[config.mk]
export PLATFORM = sky130hd
export DESIGN_NAME = ras_ckpt
export DESIGN_NICKNAME = d
export VERILOG_FILES = /design/src/rtl/ras_pkg.sv /design/src/rtl/ras_ckpt_queue.sv /design/src/rtl/ras_ckpt.sv
export SDC_FILE = /design/constraint.sdc
export NUM_CORES = 1
export LEC_CHECK = 0
export BUFFER_PORTS_ARGS = -buffer_cell sky130_fd_sc_hd__buf_2
export CAP_MARGIN = 5
export CORE_ASPECT_RATIO = 0.5
export CORE_MARGIN = 1.5
export CORE_UTILIZATION = 40
export CTS_CLUSTER_DIAMETER = 200
export DETAILED_ROUTE_END_ITERATION = 16
export GPL_TIMING_DRIVEN = 0
export SYNTH_ARGS = -nofsm -noshare
export SYNTH_HDL_FRONTEND = slang
export SYNTH_SLANG_ARGS = --single-unit
[constraint.sdc]
create_clock -name clk -period 9.66 [get_ports clk]
set_clock_uncertainty 0.2 [all_clocks]
set_input_delay 0.966 -clock clk [delete_from_list [all_inputs] [get_ports clk]]
set_output_delay 0.966 -clock clk [all_outputs]
set_load 0.02 [all_outputs]
[src/rtl/ras_pkg.sv]
// rtl/ras_pkg.sv - shared constants and push/pop op decode for the return-address stack
package ras_pkg;

  localparam int RAS_WIDTH = 32;
  localparam int RAS_DEPTH = 16;
  localparam int RAS_CKPT  = 8;

  typedef enum logic [1:0] {OP_NONE, OP_PUSH, OP_POP, OP_REPL} ras_op_e;

  // Push+pop on an empty stack degenerates to a plain push; pop on empty is dropped.
  function automatic ras_op_e ras_decode(input logic push, input logic pop, input logic nonempty);
    if (push && pop && nonempty) return OP_REPL;
    if (push)                    return OP_PUSH;
    if (pop && nonempty)         return OP_POP;
    return OP_NONE;
  endfunction

endpackage

[src/rtl/ras_ckpt_queue.sv]
// rtl/ras_ckpt_queue.sv - circular checkpoint store with in-order commit and flush-truncate
module ras_ckpt_queue #(
  parameter int CKPT = 8,
  parameter int PW   = 9,
  localparam int TW  = $clog2(CKPT)
) (
  input  logic          clk,
  input  logic          rst_i,
  input  logic          req_i,
  input  logic          commit_i,
  input  logic          flush_i,
  input  logic [TW-1:0] flush_tag_i,
  input  logic [PW-1:0] wdata_i,
  output logic          rdy_o,
  output logic [TW-1:0] tag_o,
  output logic [PW-1:0] rdata_o
);

  logic [PW-1:0] r_slot [CKPT];
  logic [TW-1:0] r_head;
  logic [TW-1:0] r_tail;
  logic [TW:0]   r_live;

  logic          w_rdy;
  logic          w_commit;
  logic          w_alloc;
  logic [TW-1:0] w_head_c;
  logic [TW:0]   w_live_c;
  logic [TW:0]   w_flush_off;

  assign w_rdy       = r_live < (TW+1)'(CKPT);
  assign w_commit    = commit_i && (r_live != '0);
  assign w_alloc     = req_i && w_rdy && !flush_i;
  // Commit retires first, so a same-cycle flush measures its age from the new head.
  assign w_head_c    = r_head + TW'(w_commit);
  assign w_live_c    = r_live - (TW+1)'(w_commit);
  assign w_flush_off = {1'b0, flush_tag_i - w_head_c};

  assign rdy_o   = w_rdy;
  assign tag_o   = r_tail;
  assign rdata_o = r_slot[flush_tag_i];

  always_ff @(posedge clk) begin
    if (rst_i) begin
      r_head <= '0;
      r_tail <= '0;
      r_live <= '0;
    end else begin
      r_head <= w_head_c;
      if (flush_i) begin
        assert (w_flush_off < w_live_c);
        r_tail <= flush_tag_i;
        r_live <= w_flush_off;
      end else begin
        r_tail <= r_tail + TW'(w_alloc);
        r_live <= r_live + (TW+1)'(w_alloc) - (TW+1)'(w_commit);
      end
    end
  end

  always_ff @(posedge clk) begin
    if (!rst_i && w_alloc) r_slot[r_tail] <= wdata_i;
  end

endmodule

[src/rtl/ras_ckpt.sv]
// rtl/ras_ckpt.sv - speculative return-address stack with checkpoint recovery
// Optional top-entry data repair on flush: define RAS_TOS_REPAIR_EN.
module ras_ckpt
  import ras_pkg::*;
#(
  parameter int WIDTH = RAS_WIDTH,
  parameter int DEPTH = RAS_DEPTH,
  parameter int CKPT  = RAS_CKPT,
  localparam int AW   = $clog2(DEPTH),
  localparam int TW   = $clog2(CKPT)
) (
  input  logic             clk,
  input  logic             rst_i,
  input  logic             push_i,
  input  logic             pop_i,
  input  logic [WIDTH-1:0] din_i,
  output logic [WIDTH-1:0] dout_o,
  output logic             valid_o,
  output logic [AW:0]      count_o,
  input  logic             ckpt_req_i,
  output logic             ckpt_rdy_o,
  output logic [TW-1:0]    ckpt_tag_o,
  input  logic             commit_i,
  input  logic             flush_i,
  input  logic [TW-1:0]    flush_tag_i,
  output logic             ovf_o
);

`ifdef RAS_TOS_REPAIR_EN
  localparam int PW = AW + AW + 1 + WIDTH;
`else
  localparam int PW = AW + AW + 1;
`endif

  logic [WIDTH-1:0] r_mem [DEPTH];
  logic [AW-1:0]    r_tosp;
  logic [AW:0]      r_count;
  logic             r_ovf;

  ras_op_e          w_op;
  logic             w_full;
  logic [AW-1:0]    w_tosp_inc;
  logic [AW-1:0]    w_tosp_dec;
  logic [AW-1:0]    w_nxt_tosp;
  logic [AW:0]      w_nxt_count;
  logic [PW-1:0]    w_ck_wdata;
  logic [PW-1:0]    w_ck_rdata;
  logic [AW-1:0]    w_rs_tosp;
  logic [AW:0]      w_rs_count;

  assign w_op       = ras_decode(push_i, pop_i, r_count != '0);
  assign w_full     = r_count == (AW+1)'(DEPTH);
  assign w_tosp_inc = r_tosp + AW'(1);
  assign w_tosp_dec = r_tosp - AW'(1);

  always_comb begin
    w_nxt_tosp  = r_tosp;
    w_nxt_count = r_count;
    case (w_op)
      OP_PUSH: begin
        w_nxt_tosp  = w_tosp_inc;
        w_nxt_count = w_full ? r_count : r_count + (AW+1)'(1);
      end
      OP_POP: begin
        w_nxt_tosp  = w_tosp_dec;
        w_nxt_count = r_count - (AW+1)'(1);
      end
      default: ;
    endcase
  end

`ifdef RAS_TOS_REPAIR_EN
  logic [WIDTH-1:0] w_nxt_top;
  logic [WIDTH-1:0] w_rs_data;

  // Top data as it will read after this cycle's op, without waiting for the array write.
  always_comb begin
    w_nxt_top = r_mem[r_tosp];
    case (w_op)
      OP_PUSH, OP_REPL: w_nxt_top = din_i;
      OP_POP:           w_nxt_top = r_mem[w_tosp_dec];
      default: ;
    endcase
  end

  assign w_ck_wdata = {w_nxt_tosp, w_nxt_count, w_nxt_top};
  assign w_rs_data  = w_ck_rdata[WIDTH-1:0];
`else
  assign w_ck_wdata = {w_nxt_tosp, w_nxt_count};
`endif

  assign w_rs_tosp  = w_ck_rdata[PW-1 -: AW];
  assign w_rs_count = w_ck_rdata[PW-AW-1 -: AW+1];

  ras_ckpt_queue #(
    .CKPT (CKPT),
    .PW   (PW)
  ) u_ckpt_queue (
    .clk         (clk),
    .rst_i       (rst_i),
    .req_i       (ckpt_req_i),
    .commit_i    (commit_i),
    .flush_i     (flush_i),
    .flush_tag_i (flush_tag_i),
    .wdata_i     (w_ck_wdata),
    .rdy_o       (ckpt_rdy_o),
    .tag_o       (ckpt_tag_o),
    .rdata_o     (w_ck_rdata)
  );

  always_ff @(posedge clk) begin
    if (rst_i) begin
      r_tosp  <= '0;
      r_count <= '0;
      r_ovf   <= 1'b0;
    end else if (flush_i) begin
      r_tosp  <= w_rs_tosp;
      r_count <= w_rs_count;
      r_ovf   <= 1'b0;
    end else begin
      r_tosp  <= w_nxt_tosp;
      r_count <= w_nxt_count;
      r_ovf   <= (w_op == OP_PUSH) && w_full;
    end
  end

  always_ff @(posedge clk) begin
    if (!rst_i) begin
      if (flush_i) begin
`ifdef RAS_TOS_REPAIR_EN
        r_mem[w_rs_tosp] <= w_rs_data;
`endif
      end else if (w_op == OP_PUSH) begin
        r_mem[w_tosp_inc] <= din_i;
      end else if (w_op == OP_REPL) begin
        r_mem[r_tosp] <= din_i;
      end
    end
  end

  assign dout_o  = r_mem[r_tosp];
  assign valid_o = r_count != '0;
  assign count_o = r_count;
  assign ovf_o   = r_ovf;

endmodule

**Yosys cells after proc, flatten, opt, wreduce, memory -nomap -nowiden**

Memory sizes are Yosys's and may differ from the RTL's. A register that Yosys moved wholly into a read port is not among the register bits.
Index checks and enable logic that the tools add are counted.

- ROM bits: 0
- RAM bits: 584
- Bits in registers: 20
- Memories kept: 2
- Bits in latches: 0
- Output and inout bits: 43

- $add $sub $neg: 9
- $mul: 0
- Divide/modulo/power cells: 0
- Mux-type cells: 34
- Reduce and logical (&&, ||, !) cells: 14
- Shift operators: 0
- Bitwise operators: 0
- Order comparisons: 1
- Eq/ne operators: 4

Memories:

| name | depth | width | rd ports | clocked after Yosys merged registers in | write ports | line | text |
|---|---|---|---|---|---|---|---|
| r_mem | 16 | 32 | 1 | 1 | 1 | ras_ckpt.sv:35 | `logic [WIDTH-1:0] r_mem [DEPTH];` |
| u_ckpt_queue.r_slot | 8 | 9 | 1 | 0 | 1 | ras_ckpt_queue.sv:19 | `logic [PW-1:0] r_slot [CKPT];` |

Operators by type and width:

| cell | count |
|---|---|
| 32-bit two-way mux | 1 |
| 32-bit OR reduction | 1 |
| 1-bit two-way mux | 18 |
| 2-bit two-way mux | 6 |
| 4-bit two-way mux | 3 |
| 5-bit two-way mux | 2 |
| 5-bit case mux with 2 select lines | 1 |
| 1-bit logical AND | 8 |
| 4-bit case mux with 2 select lines | 1 |
| 3-bit by 1-bit adder with 3-bit output | 2 |
| 3-bit two-way mux | 2 |
| 5-bit by 1-bit adder with 5-bit output, second input constant | 1 |
| 5-bit equality test, second input constant | 1 |
| 5-bit nonzero test | 1 |
| 5-bit by 1-bit subtractor with 5-bit output, second input constant | 1 |
| 4-bit by 1-bit adder with 4-bit output | 1 |
| 4-bit by 1-bit adder with 4-bit output, second input constant | 1 |
| 2-bit equality test, second input constant | 2 |
| 4-bit < comparator, second input constant | 1 |
| 4-bit nonzero test | 1 |
| 4-bit by 1-bit subtractor with 4-bit output | 1 |
| 4-bit by 1-bit subtractor with 4-bit output, second input constant | 1 |
| 3-bit subtractor | 1 |
| 2-bit by 1-bit equality test with 1-bit output, second input constant | 1 |
| 2 further kinds | 3 |

**Logic depth before layout (Yosys ltp)**

- Depth after elaboration: 17
- Depth in mapped cells: 10
- Depth with buffers taken out: 10

**By module**

From an unflattened synthesis, not the netlist that was laid out.

- Cell total of the unflattened synthesis: 1282
- Area total of the unflattened synthesis: 24099.4 µm²

Modules (own cells, without submodules):

| module | cells each | area each (µm²) | sequential area each (µm²) | times used |
|---|---|---|---|---|
| ras_ckpt | 1101 | 20666.1 | 15574.9 | 1 |
| ras_ckpt_queue | 181 | 3433.3 | 2362.3 | 1 |

**Worst setup path before layout**

No wires, ideal clock.

- Kind: input to register
- Start: input flush_i
- End: memory r_mem[10][0] (netlist bit), enable pin
- Stages on the path: 6
- Path slack: 5.576 ns
- Arrival: 3.463 ns
- Buffers on the path: 1
- Cells stage by stage: clkbuf_1 nor3b_2 a31o_2 mux2i_2 a21oi_2 nor2_1

- Word-level cells in the longest chain between the ends: 5
- Elaborated cells on any way between the ends: 9
- Those cells by class: mux: 8; reduce/logical: 1

RTL lines:

| item | line | text |
|---|---|---|
| start: declaration | ras_ckpt.sv:24 | `input logic flush_i,` |
| 1-bit two-way mux | ras_ckpt.sv:129 | `if (flush_i) begin` |
| 1-bit two-way mux | ras_ckpt.sv:128 | `if (!rst_i) begin` |
| 1-bit two-way mux (implied by the code) | ras_ckpt.sv:136 | `r_mem[r_tosp] <= din_i;` |
| 32-bit OR reduction (no line) | -- |  |
| 4-bit two-way mux (no line) / 1-bit two-way mux (equally long branches) | -- |  |
| end: declaration | ras_ckpt.sv:35 |  |

Several ways; a longest one is shown, not always the timed one.

==> results.txt <==
----------------------------------------------------
[Synthesis]
  Post-Synthesis Mean Instance Area ... 22.6 um2
  Mapped Nets ... 1106
  Most numerous cell in the Yosys netlist ... edfxtp_1
  Area of the mapped netlist ... 23600 um2
  Number of enable-type register cells in the synthesized netlist ... 584
  Synthesis-stage register bit count ... 604
  Largest cells by area after synthesis ... edfxtp_1 (74%), mux4_2 (17%), dfxtp_1 (1.7%)
  Library cells used by synthesis ... 53
  Ranking of synthesized cells by instance count ... edfxtp_1 (584), mux4_2 (178), nor2_1 (39), clkbuf_1 (22), dfxtp_1 (20)
  Proportion of synthesized chip area in sequential cells ... 75.9%
  Fraction of synthesized cell area taken by the top area cell type ... 74.2%
  Post-synthesis async set-or-reset flop share ... 0%
  Yosys synthesis warning count ... 0
  Cells after Synth ... 1047
  Top cell type by total area after synthesis ... edfxtp_1
  Flip-flop cell with the highest count after synthesis ... edfxtp_1

[Die]
  Die X-Extent ... 347 um
  Num ports ... 85
  Number of core rows ... 62
  Total die area ... 60600 um2
  Core footprint ... 57900 um2
  Initial core utilization ... 40.8%
  Vert. Die Dim ... 175 um

[Job]
  Maxcap violations ... 0

[Timing]
  Minimum clock period after layout ... 4.52 ns
  Highest achievable clock rate ... 221 MHz
  Setup TNS ... 0 ns
  Slew at the pin closest to its max-slew limit ... 1.13 ns
  Final count of pins violating max slew ... 0
  Count of final setup violators ... 0
  Number of hold-slack violations in the final timing report ... 0
  Worst max-slew margin expressed relative to the limit ... 24.6%
  RSZ-0062 raised after global routing ... no
  Final period util ... 46.8%

[CTS]
  Number of post-CTS setup repair buffers ... 0
  Clock root buffer master ... clkbuf_16
  Post-CTS Resized ... 0
  Number of buffers between clock root and the deepest sink ... 3
  Worst-Skew Late Latency ... 0.59 ns
  Register clock-pin slew on the reported worst setup and hold paths ... 0.07 ns
  H-tree depth ... 2
  CTS tree ... yes
  Hold-fix buffer count after cts ... 0
  Sinks on the clock net ... 604
  Clock buffer count from CTS ... 53

[Pwr]
  Pleak ... 0.00858 uW
  Max VDD drop ... 142 uV
  Design Power ... 5670 uW
  P per Cell Area ... 207 nW/um2

[Hold path]
  Worst hold-check path type ... register to register
  Hold Crit Start ... u_ckpt_queue.r_head[1]

[Cells and area]
  Share of the core filled with cells ... 47.3%
  Layout overhead on the synthesized area ... 15.7%
  Fill count ... 4689
  Antenna cells ... 0
  Count of nets after finishing ... 1261
  Proportion of layout cells with a drive suffix above 1 ... 33.6%
  Finished Layout Cells ... 2013

[Setup path]
  Reg-to-reg slack, setup ... 5.65 ns
  Worst EP required ... 8.49 ns
  Source of the worst register-to-register timing path ... r_tosp[1]
  Category of the worst setup path launch point ... register
  Highest fanout seen on the critical path ... 10
  Data arrival, critical path ... 3.35 ns
  Worst Setup SP ... r_tosp[1]
  Setup crit end kind ... output port
  Startpoint-to-endpoint class of the critical path ... register to output port

[Drt]
  Number of DRC markers after the initial detailed-route iteration ... 1079
  Routed Antenna Nets ... 0
  First-pass iteration count of the detailed router ... 5
  Via count ... 11100
  Routed vias/inst ... 5.51
  Per-cell routed wire length ... 26.3 um
  Drc violations ... 0
  Routed WL ... 52900 um

[Place]
  Weighted congestion at the end of routability-driven global placement ... 0.742
  Count of placed standard cells including taps ... 1915
  Sum of net half-perimeters after detailed placement ... 33600 um
  Port-buffer cells ... 79

[Global route]
  Overall Global Routing Usage ... 17.7%
  First-pass GRT wire length ... 78000 um
  Via count of the first global-routing pass ... 11700
  Pin count of the biggest net entering global routing ... 23
  Total overflow reported by the global router ... 0
  Number of antenna violations at the first check in global routing ... 0

[Outcome]
  Run status ... finished, final reports clean

----------------------------------------------------
[logic make-up after synthesis]
family,share of synthesized area (%)
flops,75.9
mux,17.5
simple gates,2.12
buf+inv,1.49
compound gates,1.52
fa+ha+maj,0.964
xor+xnor,0.482
[sequential cells by signal, indices dropped and copies added, names as in the netlist]
name and cells:
count_o 5, ovf_o 1, r_mem 512, r_tosp 4, u_ckpt_queue.r_head 3, u_ckpt_queue.r_live 4, u_ckpt_queue.r_slot 72, u_ckpt_queue.tag_o 3
[cells in the final DEF (no fill, tap or decap), types with 5 or more instances in the layout]
| cell type | netlist | layout |
|---|---|---|
| nand2b_1 | 7 | 7 |
| nor2_1 | 39 | 23 |
| inv_1 | 19 | 19 |
| edfxtp_1 | 584 | 584 |
| o22ai_1 | 9 | 9 |
| a21oi_1 | 6 | 6 |
| dfxtp_1 | 20 | 20 |
| xnor2_1 | 7 | 7 |
| ha_1 | 15 | 15 |
| o21a_1 | 7 | 7 |
| mux2i_1 | 8 | 8 |
| clkbuf_1 | 22 | 29 |
| buf_12 | 0 | 5 |
| nor2_4 | 0 | 16 |
| buf_4 | 12 | 12 |
| buf_16 | 0 | 14 |
| xor2_1 | 6 | 6 |
| o21ai_0 | 5 | 5 |
| clkinv_2 | 0 | 11 |
| mux4_2 | 178 | 178 |
| clkbuf_8 | 0 | 5 |
| buf_2 | 14 | 93 |
| clkbuf_16 | 0 | 53 |
| nand4_1 | 5 | 5 |
| clkinv_1 | 0 | 11 |
| nor3_1 | 10 | 8 |
| nand2_1 | 17 | 17 |
[critical path, stage by stage (launching register included)]
cell      delay, ns
dfxtp_1        0.34
buf_2          0.28
buf_4          0.31
clkbuf_1       0.70
mux4_2         0.42
mux4_2         0.52
buf_2          0.19
[power breakdown]
group	leakage (uW)	total [uW]	switching, uW	internal, uW
Combinational	0.00231	634	366	269
Sequential	0.00543	2940	16.9	2920
Clock	0.000840	2090	933	1160
[metrics by stage]
stage | setup slack, ns | cell area, um2 | hold WS (ns)
CTS | 5.04 | 27300 | 0.401
floorplan | 5.58 | 23600 | 0.354
finish | 5.14 | 27300 | 0.393
global route | 4.99 | 27300 | 0.440
global placement | 3.38 | 25000 | 0.365
detailed placement | 5.56 | 25600 | 0.388
[final cells by class]
class	count	area [um2]	area share (%)
clock buffers	65	1420	5.20
well taps	768	961	3.51
clock inverters	33	305	1.12
inverters	20	75.1	0.275
repair buffers	100	903	3.30
multi-input cells	370	5470	20.0
flip-flops and latches	604	17900	65.6
plain buffers	53	277	1.01
[final timing paths]
path / end / cells after the start
setup / recovery: dout_o[15] / 6
hold / removal: u_ckpt_queue.r_head[1] / 3
setup reg to reg: r_mem[3][14] / 10
hold reg to reg: u_ckpt_queue.r_head[1] / 3
[routing by layer]
layer	wire (um)	global-route usage (%)	up-vias
li1	-	-	4725
met4	807	3.73	0
met1	23000	24.7	5970
met3	2970	3.25	68
met5	0	0	-
met2	26200	29.3	327
(Power assumes the default switching activity.)
